`config.mk`:
```
export PLATFORM = sky130hd
export DESIGN_NAME = dmem_arbiter
export DESIGN_NICKNAME = d
export VERILOG_FILES = /design/src/rtl/dmem_pkg.sv /design/src/rtl/dmem_starve_ctr.sv /design/src/rtl/dmem_arbiter.sv
export SDC_FILE = /design/constraint.sdc
export NUM_CORES = 1
export LEC_CHECK = 0
export BUFFER_PORTS_ARGS = -buffer_cell sky130_fd_sc_hd__buf_2
export CORE_ASPECT_RATIO = 1.75
export CORE_MARGIN = 2
export CORE_UTILIZATION = 46
export DETAILED_ROUTE_END_ITERATION = 7
export GPL_TIMING_DRIVEN = 0
export PLACE_DENSITY = 0.9
export RECOVER_POWER = 25
export SLEW_MARGIN = 25
export SYNTH_ARGS = -nofsm -noshare
export SYNTH_HDL_FRONTEND = slang
export SYNTH_SLANG_ARGS = --single-unit
```
`constraint.sdc`:
```
create_clock -name clk -period 3.34 [get_ports clk]
set_input_delay 0.334 -clock clk [delete_from_list [all_inputs] [get_ports clk]]
set_output_delay 0.334 -clock clk [all_outputs]
set_load 0.01 [all_outputs]
```
`src/rtl/dmem_pkg.sv`:
```
// Shared types and widths for the data-memory arbiter.
// Read-owner encoding tags which port the in-flight read response belongs to.
package dmem_pkg;

  localparam int DMEM_ADDR_W = 7;
  localparam int DMEM_DATA_W = 32;

  typedef enum logic [1:0] {
    NONE   = 2'd0,
    CPU_RD = 2'd1,
    DMA_RD = 2'd2
  } rd_owner_e;

endpackage

```
`src/rtl/dmem_starve_ctr.sv`:
```
// Saturating 4-bit counter of consecutive cycles the DMA port has been denied.
// A clear takes precedence over an increment.
module dmem_starve_ctr #(
  parameter int LIM = 4
) (
  input  logic       clk,
  input  logic       reset,
  input  logic       clr,
  input  logic       inc,
  output logic [3:0] cnt
);

  localparam logic [3:0] LIM4 = 4'(LIM);

  always_ff @(posedge clk) begin
    if (reset || clr)
      cnt <= '0;
    else if (inc && (cnt != LIM4))
      cnt <= cnt + 4'd1;
  end

endmodule

```
`src/rtl/dmem_arbiter.sv`:
```
// Single-port data memory arbiter: CPU has fixed priority, DMA gets a forced
// grant after STARVE_LIM denied cycles. Read data returns one cycle after grant.
module dmem_arbiter
  import dmem_pkg::*;
#(
  parameter int ADDR_W     = DMEM_ADDR_W,
  parameter int DATA_W     = DMEM_DATA_W,
  parameter int STARVE_LIM = 4
) (
  input  logic              clk,
  input  logic              reset,
  // CPU / MEM stage
  input  logic              cpu_req,
  input  logic              cpu_we,
  input  logic [ADDR_W-1:0] cpu_addr,
  input  logic [DATA_W-1:0] cpu_wdata,
  output logic              cpu_stall,
  output logic [DATA_W-1:0] cpu_rdata,
  output logic              cpu_rvalid,
  // DMA / loader
  input  logic              dma_valid,
  output logic              dma_ready,
  input  logic              dma_we,
  input  logic [ADDR_W-1:0] dma_addr,
  input  logic [DATA_W-1:0] dma_wdata,
  output logic [DATA_W-1:0] dma_rdata,
  output logic              dma_rvalid,
  // memory
  output logic              mem_en,
  output logic              mem_we,
  output logic [ADDR_W-1:0] mem_addr,
  output logic [DATA_W-1:0] mem_wdata,
  input  logic [DATA_W-1:0] mem_rdata
);

  localparam logic [3:0] LIM4 = 4'(STARVE_LIM);

  logic        cpu_grant, dma_grant, force_dma;
  logic [3:0]  starve_cnt;
  rd_owner_e   state_q, state_d;
  logic [DATA_W-1:0] cpu_hold_q, dma_hold_q;

  // Grant decision is purely combinational: zero added latency.
  always_comb begin
    force_dma = dma_valid && (starve_cnt == LIM4);
    dma_grant = force_dma || (dma_valid && !cpu_req);
    cpu_grant = cpu_req && !dma_grant;
  end

  assign cpu_stall = cpu_req && !cpu_grant;
  assign dma_ready = dma_grant;

  always_comb begin
    mem_en    = (cpu_grant || dma_grant) && !reset;
    mem_we    = dma_grant ? dma_we    : cpu_we;
    mem_addr  = dma_grant ? dma_addr  : cpu_addr;
    mem_wdata = dma_grant ? dma_wdata : cpu_wdata;
  end

  dmem_starve_ctr #(.LIM(STARVE_LIM)) u_starve (
    .clk   (clk),
    .reset (reset),
    .clr   (dma_grant || !dma_valid),
    .inc   (dma_valid && !dma_grant),
    .cnt   (starve_cnt)
  );

  always_ff @(posedge clk) begin
    if (reset) state_q <= NONE;
    else       state_q <= state_d;
  end

  // Responses are gated by reset so a read in flight at reset is dropped.
  always_comb begin
    state_d    = NONE;
    cpu_rvalid = 1'b0;
    dma_rvalid = 1'b0;
    if (cpu_grant && !cpu_we)      state_d = CPU_RD;
    else if (dma_grant && !dma_we) state_d = DMA_RD;
    case (state_q)
      CPU_RD:  cpu_rvalid = !reset;
      DMA_RD:  dma_rvalid = !reset;
      default: ;
    endcase
  end

  always_ff @(posedge clk) begin
    if (reset) begin
      cpu_hold_q <= '0;
      dma_hold_q <= '0;
    end else begin
      if (cpu_rvalid) cpu_hold_q <= mem_rdata;
      if (dma_rvalid) dma_hold_q <= mem_rdata;
    end
  end

  // The memory output is already registered; pass it through during the
  // response cycle and hold the captured copy afterwards.
  assign cpu_rdata = cpu_rvalid ? mem_rdata : cpu_hold_q;
  assign dma_rdata = dma_rvalid ? mem_rdata : dma_hold_q;

endmodule

```
==> results.sh <==
export IMPL_status="complete, no violations"
export IMPL_grtUsageTotal_pct=26.1
export IMPL_finalHoldViolCount=0
export IMPL_synth_most_common_cell="mux2_2"
export IMPL_p_per_area_nw_per_um2=426
export IMPL_grt_pass1_wl_um=16000
export IMPL_maxCapViolCount=0
export IMPL_required_ns=3.01
export IMPL_vias=2982
export IMPL_dr_pass1_iters=4
export IMPL_clock_latency_ns=0.32
export IMPL_rrSetupSlack_ns=1.11
export IMPL_cts_clk_slew_worst_paths_ns=0.05
export IMPL_dpl_worst_slack_ns=1.12
export IMPL_die_area_um2=8140
export IMPL_yosysTopAreaCellShare_pct=41.1
export IMPL_worst_pin_slew_ns=1.24
export IMPL_critical_path_class="reg -> out"
export IMPL_synth_top_family_by_area="multiplexers"
export IMPL_cts_max_path_buffers=2
export IMPL_post_route_period_util_pct=82.6
export IMPL_hold_class="in -> reg"
export IMPL_ys_async_sr_fraction_pct=0
export IMPL_fmax_ghz=0.363
export IMPL_fin_ws_ns=0.582
export IMPL_setup_viol=0
export IMPL_fill_cells=566
export IMPL_tns_ns=0
export IMPL_cts_resized=0
export IMPL_yosys_mux_area_fraction_pct=35.7
export IMPL_grt_max_degree=11
export IMPL_crit_buf_inv=2
export IMPL_p_leak_nw=2.70
export IMPL_synth_distinct_cells=21
export IMPL_cts_htree_levels=3
export IMPL_slowest_stage="nor3b_1"
export IMPL_wl_per_cell_um=17.6
export IMPL_ant_nets=0
export IMPL_yosysTopAreaCell="dfxtp_1"
export IMPL_yosys_warnings=0
export IMPL_slew_viol_final=0
export IMPL_routed_wl_um=10700
export IMPL_clock_skew_ns=0.00468
export IMPL_drive_above_1_share_pct=65.1
export IMPL_hold_ws_ns=0.188
export IMPL_die_x_um=69.1
export IMPL_synth_fa_ha_area_share_pct=0.734
export IMPL_syn_to_final_growth_pct=43.3
export IMPL_crit_arrival_ns=2.42
export IMPL_die_y_um=118
export IMPL_syn_nets=396
export IMPL_rsz0062_at_grt="false"
export IMPL_power_w=0.00208
export IMPL_path_cells="nor3b_1 > buf_6 > mux2_1 > buf_2"
export IMPL_detail_route_drc_violations=0
export IMPL_antenna_found_initial=3
export IMPL_cts_tree="yes"
export IMPL_yosysSeqAreaShare_pct=41.1
export IMPL_synth_xor_area_share_pct=0.514
export IMPL_synth_area_leaders="dfxtp_1 (41%), mux2_2 (30%), and2b_1 (12%)"
export IMPL_hold_buffers=0
export IMPL_initial_core_util_pct=47.4
export IMPL_fin_nets=630
export IMPL_port_buffers=223
export IMPL_synth_area_um2=3410
export IMPL_cts_num_sinks=70
export IMPL_hpwl_um=8770
export IMPL_cts_root_buf="clkbuf_16"
export IMPL_peakVddDrop_mv=0.252
export IMPL_syn_avg_cell_area_um2=12.3
export IMPL_rows=41
export IMPL_io_pins=225
export IMPL_slew_headroom_pct=17.3
export IMPL_synth_seq_cells=70
export IMPL_yosys_area_share_simple_pct=16.9
export IMPL_worstSetupEndpointType="output pin"
export IMPL_cts_buffers=9
export IMPL_crit_family="simple AND/OR/NAND/NOR gates"
export IMPL_gp_congestion=0.924
export IMPL_cp_start_kind="register"
export IMPL_grt_overflow=0
export IMPL_fin_crit_ns=2.76
export IMPL_first_global_vias=3015
export IMPL_synth_compound_area_share_pct=0.331
export IMPL_netlist_top_cells_count="mux2_2 (90), dfxtp_1 (70), and2b_1 (56), mux2_4 (12), buf_6 (11)"
export IMPL_drt_iter0_markers=124
export IMPL_viasPerCell=4.93
export IMPL_core_um2=7180
export IMPL_syn_inst=278
export IMPL_critPathMaxStageDelay_ns=0.97
export IMPL_post_cts_buffers=0
export IMPL_synth_main_ff_cell="dfxtp_1"
export IMPL_synth_edff_count=0
export IMPL_critPathMaxFanout=10
[sequential cells by signal, summed over array words and instances (netlist names)]
signal / cells
state_q: 2
dma_hold_q: 32
u_starve.cnt: 4
cpu_hold_q: 32
[per-stage QoR]
stage	instance area [um^2]	utilization, %	std cells
floorplan	3410	-	278
finish	4880	68.0	605
global placement	4630	64.5	587
detailed placement	4630	64.5	587
global route	4880	67.9	603
CTS	4910	68.4	602
[layout make-up]
| cell class | instances | area [um^2] | area share (%) |
|---|---|---|---|
| Buffer | 18 | 150 | 3.07 |
| Clock inverter | 1 | 30.0 | 0.615 |
| Sequential cell | 70 | 1400 | 28.7 |
| Tap cell | 86 | 108 | 2.20 |
| Antenna cell | 3 | 7.51 | 0.154 |
| Clock buffer | 14 | 254 | 5.20 |
| Multi-Input combinational cell | 187 | 1810 | 37.0 |
| Inverter | 3 | 11.3 | 0.231 |
| Timing Repair Buffer | 223 | 1110 | 22.8 |
[metal layers]
layer / track usage, % / vias up / routed length, um / share of wire [%]
met4: 10.9 / 2 / 257 / 2.4
met1: 31.4 / 1363 / 4160 / 39
met3: 6.93 / 19 / 1020 / 9.6
met2: 43.4 / 178 / 5210 / 49
met5: 0 / - / 16 / 0.15
li1: - / 1420 / - / -
[cell usage in the layout, fill, tap and decap left out, types with 2 or more instances in the layout]
master	instances
inv_1	3
dfxtp_1	70
and2b_1	56
buf_6	11
buf_2	222
nor3b_1	3
ha_1	2
clkbuf_1	12
mux2_1	13
nor2b_1	8
mux2_2	83
nor2_1	6
diode_2	3
mux2_4	8
clkbuf_16	9
[where the power goes]
part	internal, W	switching (W)	leakage [nW]
logic	0.000164	0.000150	1.99
registers	0.000849	0.00000356	0.565
clock network	0.000595	0.000319	0.137
[logic make-up after synthesis]
logic type / count (synthesis)
fa+ha+maj: 2
compound gates: 1
mux: 104
simple gates: 78
buf+inv: 21
xor+xnor: 2
flops: 70
[final timing paths]
path,startpoint,to,cells after the start
setup reg to reg,state_q[1],dma_hold_q[21],4
hold reg to reg,u_starve.cnt[0],u_starve.cnt[0],1
setup / recovery,state_q[0],cpu_rdata[19],4
hold / removal,dma_we,state_q[1],2
Power figures use the tool's default switching activity.
